[src/rtl/mem_pkg.sv]
// Shared load/store encodings and the byte-order helper used by the load-return path.
package mem_pkg;

  typedef enum logic [1:0] {
    MEM_DISABLE = 2'b00,
    READ_SEXT   = 2'b01,
    READ_ZEXT   = 2'b10,
    WRITE       = 2'b11
  } mem_op_e;

  typedef enum logic [1:0] {
    BYTE  = 2'b00,
    HALF  = 2'b01,
    WORD  = 2'b10,
    DWORD = 2'b11
  } mem_size_e;

  // Reverses the lowest nbytes bytes of d; bytes above nbytes come back zero.
  function automatic logic [63:0] byte_reverse(input logic [63:0] d, input int nbytes);
    logic [63:0] r;
    r = '0;
    for (int i = 0; i < 8; i++) begin
      if (i < nbytes) r[8*i +: 8] = d[8*(nbytes-1-i) +: 8];
    end
    return r;
  endfunction

endpackage

[src/rtl/mem_load_align_if.sv]
// Request, memory-return and result handshake bundle of the load-return stage.
interface mem_load_align_if #(
  parameter int DATA_W = 32,
  parameter int TAG_W  = 5
);
  localparam int OFF_W = $clog2(DATA_W/8);

  logic              req_valid;
  logic              req_ready;
  logic [1:0]        req_op;
  logic [1:0]        req_size;
  logic [OFF_W-1:0]  req_off;
  logic [TAG_W-1:0]  req_tag;
  logic              mem_valid;
  logic [DATA_W-1:0] mem_rdata;
  logic              out_valid;
  logic              out_ready;
  logic [DATA_W-1:0] out_data;
  logic [TAG_W-1:0]  out_tag;
  logic              out_fault;
  logic              err_orphan;

  modport master (
    output req_valid, req_op, req_size, req_off, req_tag, mem_valid, mem_rdata, out_ready,
    input  req_ready, out_valid, out_data, out_tag, out_fault, err_orphan
  );

  modport slave (
    input  req_valid, req_op, req_size, req_off, req_tag, mem_valid, mem_rdata, out_ready,
    output req_ready, out_valid, out_data, out_tag, out_fault, err_orphan
  );
endinterface

[src/rtl/sync_fifo.sv]
// Single-clock FIFO with occupancy count; push while full is accepted only alongside a pop.
module sync_fifo #(
  parameter int WIDTH = 8,
  parameter int DEPTH = 2
) (
  input  logic                   clk,
  input  logic                   rst,
  input  logic                   push_i,
  input  logic                   pop_i,
  input  logic [WIDTH-1:0]       wdata_i,
  output logic [WIDTH-1:0]       rdata_o,
  output logic                   full_o,
  output logic                   empty_o,
  output logic [$clog2(DEPTH):0] count_o
);
  localparam int PTR_W = $clog2(DEPTH);

  logic [WIDTH-1:0] mem_q [DEPTH];
  logic [PTR_W-1:0] wr_q, wr_d, rd_q, rd_d;
  logic [PTR_W:0]   cnt_q, cnt_d;
  logic             push_ok, pop_ok;

  assign empty_o = (cnt_q == '0);
  assign full_o  = (cnt_q == (PTR_W+1)'(DEPTH));
  assign count_o = cnt_q;
  assign rdata_o = mem_q[rd_q];
  assign pop_ok  = pop_i && !empty_o;
  assign push_ok = push_i && (!full_o || pop_ok);

  always_comb begin
    wr_d  = wr_q;
    rd_d  = rd_q;
    cnt_d = cnt_q;
    if (push_ok) wr_d = wr_q + 1'b1;
    if (pop_ok)  rd_d = rd_q + 1'b1;
    if (push_ok && !pop_ok) cnt_d = cnt_q + 1'b1;
    if (pop_ok && !push_ok) cnt_d = cnt_q - 1'b1;
  end

  always_ff @(posedge clk or posedge rst) begin
    if (rst) begin
      wr_q  <= '0;
      rd_q  <= '0;
      cnt_q <= '0;
    end else begin
      wr_q  <= wr_d;
      rd_q  <= rd_d;
      cnt_q <= cnt_d;
    end
  end

  always_ff @(posedge clk) begin
    if (push_ok) mem_q[wr_q] <= wdata_i;
  end
endmodule

[src/rtl/mem_load_align.sv]
// Load-return stage: tracks outstanding loads, aligns and extends returning data,
// and hands results back in request order over a valid/ready port.
module mem_load_align
  import mem_pkg::*;
#(
  parameter int DATA_W     = 32,
  parameter int DEPTH      = 2,
  parameter int TAG_W      = 5,
  parameter int SWAP_BYTES = 1
) (
  input  logic             clk,
  input  logic             reset,
  mem_load_align_if.slave  bus
);
  localparam int OFF_W = $clog2(DATA_W/8);
  localparam int REQ_W = 4 + OFF_W + TAG_W;
  localparam int RES_W = DATA_W + TAG_W + 1;
  localparam int CNT_W = $clog2(DEPTH) + 1;

  function automatic logic [DATA_W-1:0] extend(input logic [DATA_W-1:0] lane,
                                               input logic [1:0] size, input logic sext);
    logic [DATA_W-1:0] mask;
    logic              msb;
    case (mem_size_e'(size))
      BYTE:    begin mask = DATA_W'(8'hFF);        msb = lane[7];        end
      HALF:    begin mask = DATA_W'(16'hFFFF);     msb = lane[15];       end
      WORD:    begin mask = DATA_W'(32'hFFFF_FFFF); msb = lane[31];      end
      default: begin mask = '1;                    msb = lane[DATA_W-1]; end
    endcase
    return (sext && msb) ? (lane | ~mask) : (lane & mask);
  endfunction

  function automatic logic misaligned(input logic [1:0] size, input logic [OFF_W-1:0] off);
    case (mem_size_e'(size))
      HALF:    return off[0];
      WORD:    return (off & OFF_W'(3)) != '0;
      DWORD:   return (DATA_W == 32) || (off != '0);
      default: return 1'b0;
    endcase
  endfunction

  logic [REQ_W-1:0]  req_wdata, req_head;
  logic [RES_W-1:0]  res_wdata, res_head;
  logic [CNT_W-1:0]  req_cnt, res_cnt;
  logic [CNT_W:0]    credits;
  logic              req_full, req_empty, res_empty, res_full_unused;
  logic              ready, is_read, req_push, mem_hit, res_pop;
  logic              orphan_q, orphan_d;
  logic [1:0]        h_op, h_size;
  logic [OFF_W-1:0]  h_off;
  logic [TAG_W-1:0]  h_tag;
  logic [DATA_W-1:0] w, lane, aligned;
  logic              fault;

  // Credit accounting over both FIFOs; counts are registered, so freed credits show next cycle.
  assign credits  = {1'b0, req_cnt} + {1'b0, res_cnt};
  assign ready    = (credits < (CNT_W+1)'(DEPTH)) && !req_full;
  assign is_read  = (bus.req_op == READ_SEXT) || (bus.req_op == READ_ZEXT);
  assign req_push = bus.req_valid && ready && is_read;
  assign req_wdata = {bus.req_op, bus.req_size, bus.req_off, bus.req_tag};

  sync_fifo #(.WIDTH(REQ_W), .DEPTH(DEPTH)) u_req_fifo (
    .clk     (clk),
    .rst     (reset),
    .push_i  (req_push),
    .pop_i   (mem_hit),
    .wdata_i (req_wdata),
    .rdata_o (req_head),
    .full_o  (req_full),
    .empty_o (req_empty),
    .count_o (req_cnt)
  );

  // Memory return stage: align the raw word against the oldest outstanding request.
  assign mem_hit  = bus.mem_valid && !req_empty;
  assign orphan_d = orphan_q | (bus.mem_valid && req_empty);
  assign {h_op, h_size, h_off, h_tag} = req_head;

  assign w       = (SWAP_BYTES != 0) ? DATA_W'(byte_reverse(64'(bus.mem_rdata), DATA_W/8))
                                     : bus.mem_rdata;
  assign lane    = w >> {h_off, 3'b000};
  assign fault   = misaligned(h_size, h_off);
  assign aligned = fault ? '0 : extend(lane, h_size, h_op == READ_SEXT);
  assign res_wdata = {fault, h_tag, aligned};

  always_ff @(posedge clk or posedge reset) begin
    if (reset) orphan_q <= 1'b0;
    else       orphan_q <= orphan_d;
  end

  // Result stage: registered results drain in order; outputs read zero when nothing is held.
  assign res_pop = !res_empty && bus.out_ready;

  sync_fifo #(.WIDTH(RES_W), .DEPTH(DEPTH)) u_res_fifo (
    .clk     (clk),
    .rst     (reset),
    .push_i  (mem_hit),
    .pop_i   (res_pop),
    .wdata_i (res_wdata),
    .rdata_o (res_head),
    .full_o  (res_full_unused),
    .empty_o (res_empty),
    .count_o (res_cnt)
  );

  assign bus.req_ready  = ready;
  assign bus.out_valid  = !res_empty;
  assign bus.out_data   = res_empty ? '0 : res_head[DATA_W-1:0];
  assign bus.out_tag    = res_empty ? '0 : res_head[DATA_W +: TAG_W];
  assign bus.out_fault  = !res_empty && res_head[RES_W-1];
  assign bus.err_orphan = orphan_q;
endmodule

[src/flat_wrapper.sv]
// flat-port wrapper written by rule: the top's interface ports become plain ports
module mem_load_align_flat import mem_pkg::*;
#(
  parameter int DATA_W     = 32,
  parameter int DEPTH      = 2,
  parameter int TAG_W      = 5,
  parameter int SWAP_BYTES = 1
)
  (clk, reset, bus_req_valid, bus_req_op, bus_req_size, bus_req_off, bus_req_tag, bus_mem_valid, bus_mem_rdata, bus_out_ready, bus_req_ready, bus_out_valid, bus_out_data, bus_out_tag, bus_out_fault, bus_err_orphan);
  mem_load_align_if #(.DATA_W(DATA_W), .TAG_W(TAG_W)) bus_i ();
  input  logic clk;
  input  logic reset;
  input wire logic [$bits(bus_i.req_valid)-1:0] bus_req_valid;
  input wire logic [$bits(bus_i.req_op)-1:0] bus_req_op;
  input wire logic [$bits(bus_i.req_size)-1:0] bus_req_size;
  input wire logic [$bits(bus_i.req_off)-1:0] bus_req_off;
  input wire logic [$bits(bus_i.req_tag)-1:0] bus_req_tag;
  input wire logic [$bits(bus_i.mem_valid)-1:0] bus_mem_valid;
  input wire logic [$bits(bus_i.mem_rdata)-1:0] bus_mem_rdata;
  input wire logic [$bits(bus_i.out_ready)-1:0] bus_out_ready;
  output wire logic [$bits(bus_i.req_ready)-1:0] bus_req_ready;
  output wire logic [$bits(bus_i.out_valid)-1:0] bus_out_valid;
  output wire logic [$bits(bus_i.out_data)-1:0] bus_out_data;
  output wire logic [$bits(bus_i.out_tag)-1:0] bus_out_tag;
  output wire logic [$bits(bus_i.out_fault)-1:0] bus_out_fault;
  output wire logic [$bits(bus_i.err_orphan)-1:0] bus_err_orphan;
  assign bus_i.req_valid = bus_req_valid;
  assign bus_i.req_op = bus_req_op;
  assign bus_i.req_size = bus_req_size;
  assign bus_i.req_off = bus_req_off;
  assign bus_i.req_tag = bus_req_tag;
  assign bus_i.mem_valid = bus_mem_valid;
  assign bus_i.mem_rdata = bus_mem_rdata;
  assign bus_i.out_ready = bus_out_ready;
  assign bus_req_ready = bus_i.req_ready;
  assign bus_out_valid = bus_i.out_valid;
  assign bus_out_data = bus_i.out_data;
  assign bus_out_tag = bus_i.out_tag;
  assign bus_out_fault = bus_i.out_fault;
  assign bus_err_orphan = bus_i.err_orphan;
  mem_load_align #(.DATA_W(DATA_W), .DEPTH(DEPTH), .TAG_W(TAG_W), .SWAP_BYTES(SWAP_BYTES)) u_core (.clk(clk), .reset(reset), .bus(bus_i));
endmodule
[config.mk]
export PLATFORM = sky130hd
export DESIGN_NAME = mem_load_align_flat
export DESIGN_NICKNAME = d
export VERILOG_FILES = /design/src/rtl/mem_pkg.sv /design/src/rtl/mem_load_align_if.sv /design/src/rtl/sync_fifo.sv /design/src/rtl/mem_load_align.sv /design/src/flat_wrapper.sv
export SDC_FILE = /design/constraint.sdc
export NUM_CORES = 1
export LEC_CHECK = 0
export ABC_CLOCK_PERIOD_IN_PS = 4200
export CAP_MARGIN = 15
export CORE_ASPECT_RATIO = 2
export CORE_MARGIN = 5
export CORE_UTILIZATION = 35
export DETAILED_ROUTE_END_ITERATION = 16
export DONT_BUFFER_PORTS = 1
export PLACE_DENSITY = 0.49
export SYNTH_ARGS = -nofsm -noshare
export SYNTH_HDL_FRONTEND = slang
export SYNTH_HIERARCHICAL = 1
export SYNTH_SLANG_ARGS = --single-unit
export TNS_END_PERCENT = 100
[constraint.sdc]
create_clock -name clk -period 4.2 [get_ports clk]
set_input_delay 0.21 -clock clk [delete_from_list [all_inputs] [get_ports clk]]
set_output_delay 0.21 -clock clk [all_outputs]
set_load 0.03 [all_outputs]
==> results.cfg, run 1 <==
[clock_network]
clockBufferDepth = 2
clockRootBuffer = clkbuf_16
cts_num_sinks = 107
post_cts_resized = 0
cts_htree_levels = 3
clk-insertion-delay-late_ns = 0.34
cts_tree = done
cts_buffers = 9
clk_pin_slew_ns = 0.07
cts_setup_buffers = 0

[global_routing]
grt_pass1_wl_um = 17700
grt_use_total_pct = 13.1
grt_max_degree = 41
grt_remaining_overflow = 0
antenna_found_initial = 0
grt_pass1_vias = 3060

[worst_setup_path]
worstPathArrival_ns = 3.11
required_ns = 4.25
critPathCaptureType = flop
cp_max_fo = 30
crit_type = reg -> reg
start_kind = flop

[cells_and_area]
nFillCells = 1420
diodes = 0
fin_nets = 409
drive_gt1_share_pct = 28.9
area_growth_pct = 11.5
finalNonFillerCells = 561

[timing]
hold_viol_final = 0
slew_headroom_pct = 30.6
layout_worst_path_cycle_share_pct = 72.9
worst-slew-pin-transition_ns = 1.04
slew_violations = 0
max_freq_ghz = 0.327
fin_crit_ns = 3.06
skew_ns = 0.00652
setup_violations = 0
rsz0062_at_grt = false
fin_tns_setup_ns = 0

[worst_hold_path]
hold_path.class = in -> reg

[power_and_ir_drop]
p_leak_nw = 2.01
powerDensity_mw_per_mm2 = 769
ir_worst_vdd_v = 0.000352
power_w = 0.00458

[floorplan]
die_area_mm2 = 0.0180
start_util_pct = 35.2
rows = 64
coreArea_mm2 = 0.0151
pin_count = 89
die_h_um = 185
die_x_um = 97.3

[yosys]
netlist_area_mm2 = 0.00533
synth.net_count = 400
syn_inst = 349
synth_area_per_cell_um2 = 15.3
synth-warning-count = 6

[routing]
wl_um = 11500
drtAntennaViolNets = 0
drc_errors = 0
vias_per_cell = 4.99
dr.pass1.iters = 4
num_vias = 2800
drt-initial-drc-count = 98
wl_per_cell_um = 20.5

[placement]
placedCellCount = 530
io_buffers = 0
hpwl_um = 8190
place_congestion = 0.723

[job]
cap_violations = 0

[status]
status = completed
## flip-flops by register name, summed over array words and instances (netlist names)
signal and count:
u_core/u_res_fifo/count_o 2, u_core/u_res_fifo/wr_q 1, u_core/bus.err_orphan 1, u_core/u_req_fifo/wr_q 1
u_core/u_req_fifo/rd_q 1, u_core/u_req_fifo/mem_q 22, u_core/u_res_fifo/mem_q 76, u_core/u_req_fifo/count_o 2
u_core/u_res_fifo/rd_q 1
## cell usage in the layout (no fill, tap or decap), types with 6 or more instances in the layout
master and instances:
a21oi_1 8, a221oi_1 8, clkbuf_16 9, dfrtp_1 8, dlygate4sd3_1 13, edfxtp_1 98
inv_1 9, mux2_2 47, mux2_4 12, mux4_2 8, nand2_1 9, nand4b_1 7
nor2_1 8, nor2b_1 50, o31ai_1 16, xnor2_1 6
## worst max-delay path, stage by stage (launching register included)
cell      delay [ns]
dfrtp_1         0.64
mux2_2          0.74
mux2_2          0.45
a221oi_4        0.68
o31ai_1         0.24
## stage by stage
stage	util (%)	hold WS (ns)	setup slack (ns)	instance area (µm²)
5_1_grt	39.3	0.0801	0.953	5950
3_3_place_gp	36.1	-0.0599	1.20	5460
4_1_cts	38.9	0.0719	1.09	5890
2_1_floorplan	-	-0.0613	1.06	5330
3_5_place_dp	36.1	-0.0589	1.09	5460
6_report	39.3	0.0846	1.14	5950
## cell type report
class | count | area (µm²) | share of cell area (%)
multi-input cells | 212 | 1980 | 33.3
repair buffers | 18 | 208 | 3.49
inverters | 10 | 37.5 | 0.631
flip-flops and latches | 107 | 3170 | 53.3
clock buffers | 9 | 225 | 3.79
well taps | 198 | 248 | 4.17
clock inverters | 7 | 77.6 | 1.30
## final timing paths
| kind | startpoint | to | slack (ns) | cells after the start |
|---|---|---|---|---|
| max | u_core/u_req_fifo/rd_q$_DFFE_PP0P_ | u_core/u_res_fifo/mem_q[1][21]$_DFFE_PP_ | 1.14 | 4 |
| min | bus_mem_rdata[1] | u_core/u_res_fifo/mem_q[0][25]$_DFFE_PP_ | 0.08 | 2 |
| max reg2reg | u_core/u_req_fifo/rd_q$_DFFE_PP0P_ | u_core/u_res_fifo/mem_q[1][21]$_DFFE_PP_ | 1.14 | 4 |
| min reg2reg | u_core/u_req_fifo/wr_q$_DFFE_PP0P_ | u_core/u_req_fifo/wr_q$_DFFE_PP0P_ | 0.51 | 1 |
| max in group asynchronous | reset | u_core/u_res_fifo/rd_q$_DFFE_PP0P_ | 3.78 | 2 |
| min in group asynchronous | reset | u_core/bus.err_orphan$_DFF_PP0_ | 0.19 | 2 |
## layer usage
layer / track usage (%) / wire length [µm]
met1: 14.3 / 4440
met2: 23.3 / 6040
met3: 4.62 / 836
met4: 4.55 / 191
met5: 0 / 0
## power by group
group          internal [W]  leakage, nW  switching [W]
Sequential          0.00153         1.03       0.000202
Clock              0.000466        0.140       0.000376
Combinational      0.000734        0.837        0.00127
## repair_timing
action                                  in CTS  in global routing
hold buffers                                13                  0
endpoints found under the setup margin       0                  0
endpoints found under the hold margin       32                  0
Power figures use the tool's default switching activity.
==> run 2: changes to the inputs <==
--- a/config.mk
+++ b/config.mk
@@ -5,7 +5,7 @@
 export SDC_FILE = /design/constraint.sdc
 export NUM_CORES = 1
 export LEC_CHECK = 0
-export ABC_CLOCK_PERIOD_IN_PS = 4200
+export ABC_CLOCK_PERIOD_IN_PS = 2900
 export CAP_MARGIN = 15
 export CORE_ASPECT_RATIO = 2
 export CORE_MARGIN = 5
==> constraint.sdc (replaced) <==
create_clock -name clk -period 2.9 [get_ports clk]
set_input_delay 0.145 -clock clk [delete_from_list [all_inputs] [get_ports clk]]
set_output_delay 0.145 -clock clk [all_outputs]
set_load 0.03 [all_outputs]
==> results.cfg, run 2 (same netlist as run 1, synthesis figures left out) <==
[status]
status = completed

[routing]
drtAntennaViolNets = 0
dr.pass1.iters = 4
wl_per_cell_um = 20.3
drt-initial-drc-count = 98
wl_um = 11500
num_vias = 2840
vias_per_cell = 5.00
drc_errors = 0

[job]
cap_violations = 0

[floorplan]
die_x_um = 97.3
rows = 64
start_util_pct = 35.2
die_area_mm2 = 0.0180
pin_count = 89
die_h_um = 185
coreArea_mm2 = 0.0151

[power_and_ir_drop]
power.share.combinational_pct = 45.0
p_clk_share_pct = 19.2
powerDensity_mw_per_mm2 = 1120
power_w = 0.00676
power_switching_w = 0.00266
p_int_w = 0.00410
p_leak_nw = 2.06
swShare_pct = 39.4
ir_worst_vdd_v = 0.000526
seqPwrFrac_pct = 35.8

[worst_hold_path]
hold_path.class = in -> reg
hold_start = bus_mem_rdata[7]

[clock_network]
clockBufferDepth = 2
cts_setup_buffers = 0
cts_buffers = 9
clockRootBuffer = clkbuf_16
post_cts_resized = 0
cts_tree = done
clk-insertion-delay-late_ns = 0.34
cts_num_sinks = 107
cts_htree_levels = 3
clk_pin_slew_ns = 0.07

[global_routing]
grt_pass1_vias = 3087
grt_remaining_overflow = 0
grt_use_total_pct = 13.0
grt_pass1_wl_um = 17800
grt_max_degree = 40
antenna_found_initial = 0

[timing]
fin_crit_ns = 2.47
setup_violations = 0
max_freq_ghz = 0.405
rsz0062_at_grt = false
skew_ns = 0.00686
hold_viol_final = 0
slew_headroom_pct = 48.8
layout_worst_path_cycle_share_pct = 85.2
worst-slew-pin-transition_ns = 0.766
slew_violations = 0

[worst_setup_path]
crit_start = u_core/u_req_fifo/rd_q$_DFFE_PP0P_
critPathCaptureType = flop
crit_type = reg -> reg
r2r-end = u_core/u_res_fifo/mem_q[1][16]$_DFFE_PP_
crit_slowest_cell = a221oi_4
path_delay_family = compound AO/OA/AOI/OAI gates
start_kind = flop
crit_buf_inv = 0
reg2reg_depth = 4
timing.rr.start = u_core/u_req_fifo/rd_q$_DFFE_PP0P_
cp.depth = 4
path_cells = mux2_2 > and2b_1 > a221oi_4 > o31ai_1
r2r_slack_ns = 0.43
critical-path-max-stage-delay_ns = 0.68
endpoint = u_core/u_res_fifo/mem_q[1][16]$_DFFE_PP_
worstPathArrival_ns = 2.52
cp_max_fo = 16
required_ns = 2.94

[cells_and_area]
diodes = 0
fin_nets = 416
regArea_mm2 = 0.00317
nFillCells = 1444
multi_input_area_mm2 = 0.00199
layout_common_cells = edfxtp_1, nor2b_1, mux2_2, o31ai_1, dlygate4sd3_1
final_area_mm2 = 0.00602
top_register = u_core/u_res_fifo/mem_q
largest_reg_flops = 76
drive_gt1_share_pct = 30.3
mostFrequentLayoutCell = edfxtp_1
area_growth_pct = 12.9
reg.largest.list = u_core/u_res_fifo/mem_q: 76 flops, u_core/u_req_fifo/mem_q: 22 flops

[placement]
postPlaceCellArea_mm2 = 0.00556
hpwl_um = 8540
place_congestion = 0.730
io_buffers = 0
-- run 2: cell count changes in the layout (fill, tap and decap cells not counted) --
cell        before  now
buf_16           2    0
nor3_2           0    1
buf_12           0    3
clkinvlp_4       3    1
buf_4            3    9
inv_6            0    1
clkbuf_1         0    1
clkinv_2         1    0
bufinv_16        1    2
nor3_1           1    0
-- run 2: how the worst min path moves through the flow --
stage	end	slack (ns)	cells past startpoint
2_1_floorplan	u_core/bus.err_orphan$_DFF_PP0_	-0.13	1
3_3_place_gp	u_core/bus.err_orphan$_DFF_PP0_	-0.12	1
3_5_place_dp	u_core/bus.err_orphan$_DFF_PP0_	-0.12	1
4_1_cts	u_core/u_res_fifo/mem_q[0][25]$_DFFE_PP_	0.01	2
5_1_grt	u_core/u_res_fifo/mem_q[0][31]$_DFFE_PP_	0.02	2
6_report	u_core/u_res_fifo/mem_q[0][31]$_DFFE_PP_	0.03	2
-- run 2: repair_timing --
action | CTS | global route
hold buffers | 13 | 0
endpoints found under the setup margin | 0 | 0
endpoints found under the hold margin | 32 | 0
-- run 2: power by group through the flow --
stage                     Clock [W]  Combinational (W)  Sequential (W)
after global placement            0            0.00303         0.00245
final                       0.00130            0.00305         0.00242
after global routing        0.00140            0.00329         0.00247
after detailed placement          0            0.00309         0.00246
after CTS                   0.00134            0.00311         0.00243
after floorplan                   0            0.00264         0.00237
-- run 2: cell type report --
type                       instances  share of cell area (%)
timing repair buffer              25                    4.28
clock buffer                      10                    3.80
multi-input combinational        212                    33.0
sequential                       107                    52.6
tap                              198                    4.11
clock inverter                     6                    1.60
inverter                          10                   0.623
-- run 2: stage by stage --
step	instances	setup TNS, ns	hold WS (ns)	worst slack [ns]	utilization, %
after CTS	567	0	0.0149	0.316	39.8
after global routing	568	0	0.0225	0.244	39.8
after detailed placement	538	0	-0.124	0.333	36.7
final	568	0	0.0258	0.428	39.8
after floorplan	349	-17.97	-0.126	-0.236	-
after global placement	538	0	-0.125	0.447	36.7
-- run 2: metal layers --
metal	vias to the layer above	GRT usage, %	wire length, µm
li1	1341	-	-
met2	77	23.6	6210
met4	0	4.66	199
met1	1409	14.1	4240
met3	13	4.47	861
met5	-	0	0
==> run 3: changes to the inputs <==
==> constraint.sdc (replaced) <==
create_clock -name clk -period 2.9 [get_ports clk]
set_input_delay 0.145 -clock clk [delete_from_list [all_inputs] [get_ports clk]]
set_output_delay 0.145 -clock clk [all_outputs]
set_load 0.01 [all_outputs]
==> results.cfg, run 3 (same netlist as run 1, synthesis figures left out) <==
[clock_network]
cts_num_sinks = 107
post_cts_resized = 0
clk-insertion-delay-late_ns = 0.34
cts_tree = done
clockRootBuffer = clkbuf_16
clockBufferDepth = 2
cts_setup_buffers = 0
clk_pin_slew_ns = 0.07
cts_buffers = 9
cts_htree_levels = 3

[worst_setup_path]
crit_type = reg -> reg
critical-path-max-stage-delay_ns = 0.70
cp_max_fo = 16
r2r_slack_ns = 0.37
worstPathArrival_ns = 2.58
path_cells = mux2_2 > and2b_1 > a221oi_4 > o31ai_1
required_ns = 2.95
start_kind = flop
crit_slowest_cell = a221oi_4
critPathCaptureType = flop

[global_routing]
grt_max_degree = 41
antenna_found_initial = 0
grt_remaining_overflow = 0
grt_pass1_wl_um = 18400
grt_use_total_pct = 13.6
grt_pass1_vias = 3199

[power_and_ir_drop]
p_int_w = 0.00400
powerDensity_mw_per_mm2 = 1030
ir_worst_vdd_v = 0.000409
power_w = 0.00617
swShare_pct = 35.1
power_switching_w = 0.00217
power.share.combinational_pct = 41.1
seqPwrFrac_pct = 39.3
p_clk_share_pct = 19.6
p_leak_nw = 2.05

[timing]
fin_hold_ws_ns = 0.0319
worst-slew-pin-transition_ns = 0.824
setup_ws_ns = 0.369
fin_crit_ns = 2.53
skew_ns = 0.0111
hold_viol_final = 0
rsz0062_at_grt = false
setup_violations = 0
layout_worst_path_cycle_share_pct = 87.3
max_freq_ghz = 0.395
slew_violations = 0
slew_headroom_pct = 44.9

[cells_and_area]
nFillCells = 1440
area_growth_pct = 12.6
finalNonFillerCells = 569
fin_nets = 417
top_register = u_core/u_res_fifo/mem_q
largest_reg_flops = 76
drive_gt1_share_pct = 30.2
layout_common_cells = edfxtp_1, nor2b_1, mux2_2, o31ai_1, dlygate4sd3_1
reg.largest.list = u_core/u_res_fifo/mem_q: 76 flops, u_core/u_req_fifo/mem_q: 22 flops
mostFrequentLayoutCell = edfxtp_1
diodes = 0

[placement]
place_congestion = 0.762
io_buffers = 0
hpwl_um = 8840
placedCellCount = 539
dp_slack_ns = 0.288

[routing]
dr.pass1.iters = 4
drc_errors = 0
drtAntennaViolNets = 0
vias_per_cell = 4.99
drt-initial-drc-count = 135
wl_per_cell_um = 20.8
num_vias = 2842
wl_um = 11800

[worst_hold_path]
hold_path.class = in -> reg

[floorplan]
die_x_um = 97.3
die_h_um = 185
die_area_mm2 = 0.0180
pin_count = 89
coreArea_mm2 = 0.0151
start_util_pct = 35.2
rows = 64

[job]
cap_violations = 0

[status]
status = completed
[run 3: cell count changes in the layout (fill, tap and decap cells not counted), sizes merged]
cell,delta
clkinvlp,+1
buf,+1
bufinv,-1
[run 3: per-layer routing]
| layer | vias up | part of all wire [%] | track usage [%] |
|---|---|---|---|
| met3 | 10 | 6.2 | 3.90 |
| met4 | 0 | 1.4 | 4.16 |
| li1 | 1347 | - | - |
| met1 | 1410 | 37 | 14.8 |
| met2 | 75 | 56 | 25.3 |
| met5 | - | 0 | 0 |
[run 3: timing repair]
item,in CTS,in global routing
hold buffers,13,0
endpoints found under the setup margin,0,0
endpoints found under the hold margin,32,0
[run 3: stage by stage]
step	TNS [ns]	cell area [µm²]	utilization, %
2_1_floorplan	-17.97	5330	-
3_3_place_gp	0	5560	36.8
3_5_place_dp	0	5560	36.8
4_1_cts	0	6000	39.6
5_1_grt	0	6000	39.7
6_report	0	6000	39.7
[run 3: worst max-delay path, delay by kind of cell (launching register included)]
family	cells	cell delay, ns
mux	1	0.53
simple gates	1	0.36
flops	1	0.41
compound gates	2	0.94
[run 3: worst paths after layout]
| kind | startpoint | endpoint | cells after the start |
|---|---|---|---|
| worst max-delay path | u_core/u_req_fifo/rd_q$_DFFE_PP0P_ | u_core/u_res_fifo/mem_q[0][19]$_DFFE_PP_ | 4 |
| worst min-delay path | bus_mem_rdata[7] | u_core/u_res_fifo/mem_q[0][31]$_DFFE_PP_ | 2 |
| worst max register to register | u_core/u_req_fifo/rd_q$_DFFE_PP0P_ | u_core/u_res_fifo/mem_q[0][19]$_DFFE_PP_ | 4 |
| worst min register to register | u_core/u_req_fifo/wr_q$_DFFE_PP0P_ | u_core/u_req_fifo/wr_q$_DFFE_PP0P_ | 1 |
| max in group asynchronous | reset | u_core/u_req_fifo/rd_q$_DFFE_PP0P_ | 2 |
| min in group asynchronous | reset | u_core/bus.err_orphan$_DFF_PP0_ | 2 |
[run 3: layout make-up]
type	instances	area, µm²	share of cell area [%]
Sequential cell	107	3170	52.8
Multi-Input combinational cell	212	1980	33.0
Timing Repair Buffer	26	265	4.42
Tap cell	198	248	4.13
Clock buffer	10	229	3.81
Clock inverter	6	73.8	1.23
Inverter	10	37.5	0.625
[run 3: power groups by stage]
stage / clock [W] / combinational, W / sequential [W]
final: 0.00121 / 0.00253 / 0.00242
after global routing: 0.00133 / 0.00277 / 0.00247
after CTS: 0.00125 / 0.00260 / 0.00243
after detailed placement: 0 / 0.00257 / 0.00247
after global placement: 0 / 0.00252 / 0.00245
after floorplan: 0 / 0.00211 / 0.00237
